==> config.mk <==
export PLATFORM = sky130hd
export DESIGN_NAME = bus_arbiter_nm
export DESIGN_NICKNAME = d
export VERILOG_FILES = /design/src/rtl/bus_arbiter_nm.sv
export SDC_FILE = /design/constraint.sdc
export NUM_CORES = 1
export LEC_CHECK = 0
export ABC_AREA = 1
export ABC_CLOCK_PERIOD_IN_PS = 1800
export BUFFER_PORTS_ARGS = -buffer_cell sky130_fd_sc_hd__buf_2
export CORE_MARGIN = 8
export CORE_UTILIZATION = 56
export DETAILED_ROUTE_END_ITERATION = 16
export PLACE_DENSITY = 0.88
export SYNTH_ARGS = -nofsm -noshare
export SYNTH_HDL_FRONTEND = slang
export SYNTH_SLANG_ARGS = --single-unit
==> constraint.sdc <==
create_clock -name sys_clk -period 1.8 [get_ports sys_clk]
set_clock_uncertainty 0.1 [all_clocks]
set_input_delay 0.36 -clock sys_clk [delete_from_list [all_inputs] [get_ports sys_clk]]
set_output_delay 0.36 -clock sys_clk [all_outputs]
set_load 0.02 [all_outputs]
==> src/rtl/bus_arbiter_nm.sv <==
// N-master bus arbiter (fixed-priority or round-robin) with serial slave address and one-level split.
// Grant lands ADDR_BITS-1 edges after acceptance; requesters wait (hold m_request) until granted.
module bus_arbiter_nm #(
    parameter int NUM_MASTERS = 2,
    parameter int NUM_SLAVES  = 3,
    parameter int ADDR_BITS   = 2,
    parameter int RR_MODE     = 0,
    localparam int GW = $clog2(NUM_MASTERS + 1)
) (
    input  logic                   sys_clk,
    input  logic                   sys_rst,
    input  logic [NUM_MASTERS-1:0] m_request,
    input  logic [NUM_MASTERS-1:0] m_slave_sel,
    input  logic                   trans_done,
    input  logic [NUM_SLAVES-1:0]  s_split_en,
    output logic [NUM_MASTERS-1:0] m_grant,
    output logic [GW-1:0]          bus_grant,
    output logic [ADDR_BITS-1:0]   slave_sel,
    output logic                   arbiter_busy,
    output logic                   bus_busy,
    output logic                   split_active
);
    localparam int IW    = (NUM_MASTERS > 1) ? $clog2(NUM_MASTERS) : 1;
    localparam int NSLOT = 1 << ADDR_BITS;

    typedef enum logic [2:0] {
        S_IDLE, S_ADDR, S_BUSY, S_SPLIT_WAIT, S_SPLIT_ADDR, S_SPLIT_BUSY
    } state_t;

    state_t                 state, state_nx;
    logic [IW-1:0]          win, win_nx;
    logic [ADDR_BITS-1:0]   addr_q, addr_nx;
    logic [2:0]             bit_cnt, cnt_nx;
    logic [IW-1:0]          rr_ptr, ptr_nx;
    logic [IW-1:0]          saved_m, sm_nx;
    logic [ADDR_BITS-1:0]   saved_s, ss_nx;
    logic [NUM_MASTERS-1:0] grant_nx;
    logic [GW-1:0]          bgrant_nx;
    logic [ADDR_BITS-1:0]   sel_nx;
    logic                   abusy_nx, bbusy_nx, split_nx;

    function automatic logic [ADDR_BITS-1:0] shift_in(input logic [ADDR_BITS-1:0] a, input logic b);
        return (a >> 1) | (ADDR_BITS'(b) << (ADDR_BITS - 1));
    endfunction

    function automatic logic [NUM_MASTERS-1:0] onehot(input logic [IW-1:0] i);
        logic [NUM_MASTERS-1:0] v;
        v    = '0;
        v[i] = 1'b1;
        return v;
    endfunction

    function automatic logic [IW-1:0] next_ptr(input logic [IW-1:0] i);
        return (i == IW'(NUM_MASTERS - 1)) ? '0 : i + IW'(1);
    endfunction

    // The saved (split) master never competes while its context is parked.
    logic [NUM_MASTERS-1:0]   req_eff;
    logic [2*NUM_MASTERS-1:0] req_rot;
    logic [IW-1:0]            ptr_eff;
    logic                     pick_vld;
    logic [IW:0]              pick_sum;
    logic [IW-1:0]            pick_idx;

    always_comb begin
        req_eff = m_request;
        if (state == S_SPLIT_WAIT) req_eff[saved_m] = 1'b0;
        ptr_eff  = (RR_MODE != 0) ? rr_ptr : '0;
        req_rot  = {req_eff, req_eff} >> ptr_eff;
        pick_vld = 1'b0;
        pick_sum = '0;
        for (int k = NUM_MASTERS - 1; k >= 0; k--) begin
            if (req_rot[k]) begin
                pick_vld = 1'b1;
                pick_sum = {1'b0, ptr_eff} + (IW+1)'(k);
            end
        end
        if (pick_sum >= (IW+1)'(NUM_MASTERS)) pick_sum = pick_sum - (IW+1)'(NUM_MASTERS);
        pick_idx = pick_sum[IW-1:0];
    end

    // Slave indices at or above NUM_SLAVES read as "no split".
    logic [NSLOT-1:0] split_pad;
    always_comb begin
        split_pad                 = '0;
        split_pad[NUM_SLAVES-1:0] = s_split_en;
    end

    logic [ADDR_BITS-1:0] a_acc, a_cur, g_a;
    logic [IW-1:0]        g_m;
    logic                 last_bit, do_grant, do_clear;

    always_comb begin
        state_nx  = state;
        win_nx    = win;
        addr_nx   = addr_q;
        cnt_nx    = bit_cnt;
        ptr_nx    = rr_ptr;
        sm_nx     = saved_m;
        ss_nx     = saved_s;
        grant_nx  = m_grant;
        bgrant_nx = bus_grant;
        sel_nx    = slave_sel;
        abusy_nx  = arbiter_busy;
        bbusy_nx  = bus_busy;
        split_nx  = split_active;
        do_grant  = 1'b0;
        do_clear  = 1'b0;
        g_m       = '0;
        g_a       = '0;
        a_acc     = shift_in('0, m_slave_sel[pick_idx]);
        a_cur     = shift_in(addr_q, m_slave_sel[win]);
        last_bit  = (bit_cnt == 3'(ADDR_BITS - 1));

        case (state)
            S_IDLE: begin
                if (pick_vld) begin
                    if (ADDR_BITS == 1) begin
                        do_grant = 1'b1; g_m = pick_idx; g_a = a_acc;
                        state_nx = S_BUSY;
                    end else begin
                        win_nx = pick_idx; addr_nx = a_acc; cnt_nx = 3'd1;
                        abusy_nx = 1'b1;
                        state_nx = S_ADDR;
                    end
                end
            end
            S_ADDR: begin
                if (!m_request[win]) begin
                    abusy_nx = 1'b0;
                    state_nx = S_IDLE;
                end else begin
                    addr_nx = a_cur;
                    cnt_nx  = bit_cnt + 3'd1;
                    if (last_bit) begin
                        do_grant = 1'b1; g_m = win; g_a = a_cur;
                        state_nx = S_BUSY;
                    end
                end
            end
            S_BUSY: begin
                if (trans_done) begin
                    do_clear = 1'b1;
                    if (RR_MODE != 0) ptr_nx = next_ptr(win);
                    state_nx = S_IDLE;
                end else if (split_pad[slave_sel]) begin
                    sm_nx    = win;
                    ss_nx    = slave_sel;
                    do_clear = 1'b1;
                    split_nx = 1'b1;
                    state_nx = S_SPLIT_WAIT;
                end
            end
            S_SPLIT_WAIT: begin
                if (!split_pad[saved_s]) begin
                    do_grant = 1'b1; g_m = saved_m; g_a = saved_s;
                    split_nx = 1'b0;
                    state_nx = S_BUSY;
                end else if (pick_vld) begin
                    if (ADDR_BITS == 1) begin
                        if (a_acc != saved_s) begin
                            do_grant = 1'b1; g_m = pick_idx; g_a = a_acc;
                            state_nx = S_SPLIT_BUSY;
                        end
                    end else begin
                        win_nx = pick_idx; addr_nx = a_acc; cnt_nx = 3'd1;
                        abusy_nx = 1'b1;
                        state_nx = S_SPLIT_ADDR;
                    end
                end
            end
            S_SPLIT_ADDR: begin
                if (!m_request[win]) begin
                    abusy_nx = 1'b0;
                    state_nx = S_SPLIT_WAIT;
                end else begin
                    addr_nx = a_cur;
                    cnt_nx  = bit_cnt + 3'd1;
                    if (last_bit) begin
                        if (a_cur == saved_s) begin
                            abusy_nx = 1'b0;
                            state_nx = S_SPLIT_WAIT;
                        end else begin
                            do_grant = 1'b1; g_m = win; g_a = a_cur;
                            state_nx = S_SPLIT_BUSY;
                        end
                    end
                end
            end
            S_SPLIT_BUSY: begin
                if (trans_done) begin
                    if (RR_MODE != 0) ptr_nx = next_ptr(win);
                    do_grant = 1'b1; g_m = saved_m; g_a = saved_s;
                    split_nx = 1'b0;
                    state_nx = S_BUSY;
                end
            end
            default: state_nx = S_IDLE;
        endcase

        if (do_clear) begin
            grant_nx  = '0;
            bgrant_nx = '0;
            sel_nx    = '0;
            bbusy_nx  = 1'b0;
        end
        if (do_grant) begin
            win_nx    = g_m;
            grant_nx  = onehot(g_m);
            bgrant_nx = GW'(g_m) + GW'(1);
            sel_nx    = g_a;
            abusy_nx  = 1'b0;
            bbusy_nx  = 1'b1;
        end
    end

    always_ff @(posedge sys_clk or posedge sys_rst) begin
        if (sys_rst) begin
            state        <= S_IDLE;
            win          <= '0;
            addr_q       <= '0;
            bit_cnt      <= '0;
            rr_ptr       <= '0;
            saved_m      <= '0;
            saved_s      <= '0;
            m_grant      <= '0;
            bus_grant    <= '0;
            slave_sel    <= '0;
            arbiter_busy <= 1'b0;
            bus_busy     <= 1'b0;
            split_active <= 1'b0;
        end else begin
            state        <= state_nx;
            win          <= win_nx;
            addr_q       <= addr_nx;
            bit_cnt      <= cnt_nx;
            rr_ptr       <= ptr_nx;
            saved_m      <= sm_nx;
            saved_s      <= ss_nx;
            m_grant      <= grant_nx;
            bus_grant    <= bgrant_nx;
            slave_sel    <= sel_nx;
            arbiter_busy <= abusy_nx;
            bus_busy     <= bbusy_nx;
            split_active <= split_nx;
        end
    end

endmodule

== Word level (Yosys, flattened, before mapping) ==
Index checks and enable logic that the tools add are counted.

* Register bits: 21
* Input port bits: 10
* Output and inout port bits: 9
* Word-level logic and storage cells: 155

* $add $sub $neg: 3
* $lt $le $gt $ge: 9
* Equal/unequal tests: 22
* Mux-type cells: 90
* Bitwise operators: 4
* Reduce and logical (&&, ||, !) cells: 15

{| class="wikitable"
|+ Operator list
! operator !! number
|-
| $mux 1 || 48
|-
| $mux 3 || 14
|-
| $mux 2 || 15
|-
| $pmux 3 s6 || 1
|-
| $ne 3x3->1 const B || 5
|-
| $pmux 1 s4 || 3
|-
| $ne 2x2->1 const B || 5
|-
| $reduce_and 5->1 || 2
|-
| $pmux 3 s3 || 1
|-
| $reduce_bool 3->1 || 3
|-
| $lt 1x2->1 const B || 4
|-
| $ne 4x4->1 const B || 2
|-
| $pmux 2 s4 || 1
|-
| $eq 3x1->1 const B || 2
|-
| $eq 3x2->1 const B || 2
|-
| $eq 3x3->1 const B || 2
|-
| $lt 2x3->1 const B || 2
|-
| $pmux 2 s3 || 1
|-
| $reduce_and 3->1 || 2
|-
| $reduce_and 6->1 || 1
|-
| $reduce_bool 5->1 || 1
|-
| $bmux 1 s2 || 2
|-
| $ne 2x1->1 const B || 2
|-
| $add 3x1->3 const B || 1
|-
| 18 further kinds || 21
|}

== Longest topological paths before layout ==
* Depth in word-level cells: 16
* Gate-level depth with buffers: 12
* Mapped depth without buffers: 12

== Worst setup path before layout ==
Ideal clock, no wire load.

* Kind: register to register
* Start: register state[0]
* End: register slave_sel[0]
* Library setup time: 0.121 ns
* Arrival: 1.230 ns
* Data required time: 1.579 ns
* Setup slack: 0.348 ns
* Stages on the path, launching flop included: 12
* Buffers on the path: 1
* Period minus slack after synthesis: 1.452 ns
* Cell sequence: dfrtp_1 -> buf_6 -> nor2_2 -> nand2_2 -> nand2_4 -> nand2_4 -> inv_2 -> nand3_2 -> nand2_2 -> nor2_2 -> nand2_1 -> nand2_1

* Word-level cells in the longest chain between the ends: 3
* Elaborated cells on any way between the ends: 10
* Classes of those cells: eq/ne: 5; mux: 4; reduce/logical: 1

{| class="wikitable"
|+ RTL lines
! what !! line !! text
|-
| from (decl) || 30 || <nowiki>state_t state, state_nx;</nowiki>
|-
| from (signal assigned) || 233 || <nowiki>state <= state_nx;</nowiki>
|-
| $eq 3x3->1, or another cell as far along || 115 || <nowiki>case (state)</nowiki>
|-
| $pmux 2 s4, or another cell as far along || 115 ||
|-
| $mux 2 / $reduce_bool 2->1 (equally long branches) || - ||
|-
| to (signal assigned) || 242 || <nowiki>slave_sel <= sel_nx;</nowiki>
|-
| to (decl) || 18 || <nowiki>output logic [ADDR_BITS-1:0] slave_sel,</nowiki>
|}

Parallel ways exist; a longest one is shown, timed or not.
A chain may end at the register's enable or synchronous reset.

== Final worst setup path ==
* Start: register state[0]
* End: register m_grant[1]

* Word-level cells in the longest chain between the ends: 7
* Elaborated cells on any way between the ends: 15
* Classes of those cells: order compare: 2; eq/ne: 5; mux: 6; reduce/logical: 2

{| class="wikitable"
|+ RTL lines
! what !! line !! text
|-
| $eq 3x3->1, or another cell as far along || 115 ||
|-
| $pmux 1 s4 || 115 ||
|-
| $lt 1x2->1 (not written as such) / $ge 1x1->1 (equally long branches) || 49 || <nowiki>v[i] = 1'b1;</nowiki>
|-
| $logic_and 1x1->1 (not written as such) || 49 ||
|-
| $mux 1 (not written as such) || 49 ||
|-
| $demux 1 s1 || 49 ||
|-
| $mux 2 || 207 || <nowiki>if (do_grant) begin</nowiki>
|-
| to (signal assigned) || 240 || <nowiki>m_grant <= grant_nx;</nowiki>
|-
| to (decl) || 16 || <nowiki>output logic [NUM_MASTERS-1:0] m_grant,</nowiki>
|}

Parallel ways exist; a longest one is shown, timed or not.

==> flow_summary_export.csv <==
group,metric,value,unit
clock_tree,worstSkewPairLatency,0.30,ns
critical_path,slowest_stage,"dfrtp_1",
synthesis,synth_top_family_by_area,"simple AND/OR/NAND/NOR gates",
layout,stdcell_area,1500,um^2
run,drv_cap,0,
synthesis,syn-num-nets,211,
synthesis,synth-simple-area-share,41.6,%
clock_tree,cts_tree,"yes",
critical_path,crit_family,"simple AND/OR/NAND/NOR gates",
placement,dpl.hpwl,2.46,mm
critical_path,critPathArrivalTime,1.75,ns
critical_path,startpoint_type,"flip-flop",
clock_tree,htreeDepth,1,
synthesis,synth_top_cell_area_share,33.4,%
synthesis,synth_cells,199,
routing,first_pass_iters,4,
layout,utilization,66.6,%
critical_path,cp.required,1.89,ns
synthesis,synth_compound_area_share,10.2,%
layout,final_common_cell,"nand2_1",
pwr,power_frac_comb,61.1,%
routing,final_antenna_net_count,0,
placement,place_area,1460,um^2
timing,setup_viol,0,
synthesis,syn_area,1350,um^2
pwr,power.density,1770,nW/um^2
pwr,swShare,52.7,%
critical_path,r2r_setup_slack,0.14,ns
grt,grt_start_max_net_pins,19,
grt,grt-ovfl-total,0,
layout,drive_gt1_share,26.8,%
synthesis,yosys.area_share.xor_xnor,0.649,%
layout,layout.nets,233,
layout,final_cell_mix,"nand2_1 (68), inv_1 (25), dfrtp_1 (18), buf_2 (18), nand3_1 (17)",
timing,finalCriticalPeriod,1.66,ns
pwr,total_leakage_power,0.891,nW
placement,numPortBuffers,18,
synthesis,syn_avg_cell_area,6.78,um^2
layout,n_antenna_cell,0,
die,start_util,59.8,%
timing,max-slew-margin-rel,76.6,%
die,rows,17,
routing,drc,0,
clock_tree,clock-sinks,18,
pwr,clkPwrFrac,9.4,%
synthesis,synth_area_leaders,"dfrtp_1 (33%), nand2_1 (19%), inv_1 (7.0%), nand3_1 (6.3%), nand2_2 (3.7%)",
critical_path,critPathKind,"flip-flop to flip-flop",
die,chipWidth,65.1,um
synthesis,synth_cell_types,27,
timing,worst_pin_slew,0.351,ns
die,die_h,65.1,um
worst_hold_path,hold_path_class,"flip-flop to flip-flop",
timing,rsz0062_at_grt,"false",
clock_tree,cts_buffer_depth,2,
grt,grt_pass1_vias,1243,
timing,hold_viol,0,
critical_path,crit_chain,"nor2_2, nand2_2, nand2_4, nand2_4, inv_2, nand3_2, nand2_2, nor2_2, nand2_1, nand2_1",
pwr,total_power,2.66,mW
clock_tree,clk_pin_slew,0.10,ns
routing,first_iter_violations,77,
pwr,p_switching,1.40,mW
run_status,outcome,"finished clean",
layout,syn2layout_area_growth,11.3,%
placement,place_congestion,0.938,
clock_tree,post-cts-setup-buffer-count,0,
critical_path,max_stage_delay,0.51,ns
synthesis,synth_fa_ha_area_share,1.86,%
routing,routed_wl,3.09,mm
die,die_area,4230,um^2
die,ios,19,
critical_path,cp_max_fo,9,
routing,vias,1298,
pwr,ir_worst_vdd,1.08,mV
critical_path,end_kind,"flip-flop",
timing,final.period_utilization,92.3,%
grt,grtUsageTotal,15.7,%
routing,routed_via_density,5.23,
die,core,2250,um^2
clock_tree,cts_root_buf,"clkbuf_4",
timing,setup_tns,0,ns
synthesis,yosysTopAreaCell,"dfrtp_1",
critical_path,path_buf_inv,1,
routing,wl_per_cell,12.5,um
synthesis,synthMuxAreaShare,0,%
synthesis,ys_seq_area_share,33.4,%
grt,grt_antenna_before_repair,0,
pwr,p_int,1.26,mW
pwr,power_frac_seq,29.4,%
timing,max_freq,602,MHz
timing,worst_hold_slack,0.397,ns
synthesis,ys_ff_latch,18,
timing,drv_slew,0,
synthesis,ys_warn_count,0,
grt,grt_pass1_wl,5.37,mm
clock_tree,numCtsBuffers,3,
==> power by group through the flow <==
stage               Sequential, mW  Clock (mW)  Combinational (mW)
floorplan                    0.807           0                1.26
global placement             0.778           0                1.58
detailed placement           0.785           0                1.60
CTS                          0.780       0.257                1.62
global route                 0.805       0.267                1.85
finish                       0.782       0.250                1.62
==> sequential cells by signal (all words and copies together) (netlist names) <==
register,cells
m_grant,2
state,3
bit_cnt,3
addr_q,1
arbiter_busy,1
slave_sel,2
saved_s,2
bus_busy,1
saved_m,1
win,1
split_active,1
==> cell families after synthesis <==
logic type / count (synthesis)
buf+inv: 40
compound gates: 20
flops: 18
fa+ha+maj: 2
xor+xnor: 1
simple gates: 118
==> routing by layer <==
layer	GRT usage, %	vias to the layer above	part of all wire [%]
li1	-	660	-
met1	20.5	587	46
met2	25.0	44	46
met3	3.09	7	6.2
met4	5.99	0	2.0
met5	0	-	0
==> Yosys cell counts <==
master,count
nand3_2,4
nand4_1,3
a21oi_2,1
dfrtp_1,18
nand2_1,68
ha_1,2
nand2_2,8
a31oi_1,1
o21ai_4,1
a21boi_0,1
xor2_1,1
o21ai_1,3
nor2_2,2
o21bai_1,1
a22oi_1,2
inv_1,25
buf_4,2
clkinv_2,1
inv_2,11
nor2_1,11
a21oi_1,3
nand3_1,17
nand4_2,1
buf_6,1
o21ai_0,4
o21ai_2,3
nand2_4,4
==> worst paths after layout <==
kind,startpoint,to,cells past startpoint
min,bus_busy$_DFFE_PP0P_,bus_busy$_DFFE_PP0P_,2
min reg2reg,bus_busy$_DFFE_PP0P_,bus_busy$_DFFE_PP0P_,2
max in group asynchronous,sys_rst,m_grant[1]$_DFFE_PP0P_,4
max,state[0]$_DFFE_PP0P_,m_grant[1]$_DFFE_PP0P_,10
max reg2reg,state[0]$_DFFE_PP0P_,m_grant[1]$_DFFE_PP0P_,10
min in group asynchronous,sys_rst,m_grant[0]$_DFFE_PP0P_,4
==> repair_timing <==
| item | 4_1_cts | 5_1_grt |
|---|---|---|
| resized for setup | 0 | 0 |
| hold endpoints to repair | 18 | 0 |
| hold buffers | 1 | 0 |
| setup endpoints to repair | 0 | 0 |
==> metrics by stage <==
step                      cells  worst slack [ns]
final                       248             0.139
after global routing        248            0.0285
after CTS                   248             0.136
after detailed placement    243             0.171
after global placement      243             0.198
after floorplan             199             0.348
==> final cells by class <==
class | count | area [um^2]
fill | 209 | 753
inverter | 37 | 140
sequential | 18 | 450
tap | 28 | 35.0
multi-input combinational | 141 | 732
clock buffer | 4 | 36.3
timing repair buffer | 20 | 108
==> worst register-to-register path: stages (launching register included) <==
cell	delay, ns
dfrtp_1	0.51
nor2_2	0.20
nand2_2	0.10
nand2_4	0.12
nand2_4	0.07
inv_2	0.08
nand3_2	0.10
nand2_2	0.10
nor2_2	0.05
nand2_1	0.05
nand2_1	0.06
Note: power is estimated with default switching activity, not from simulation.
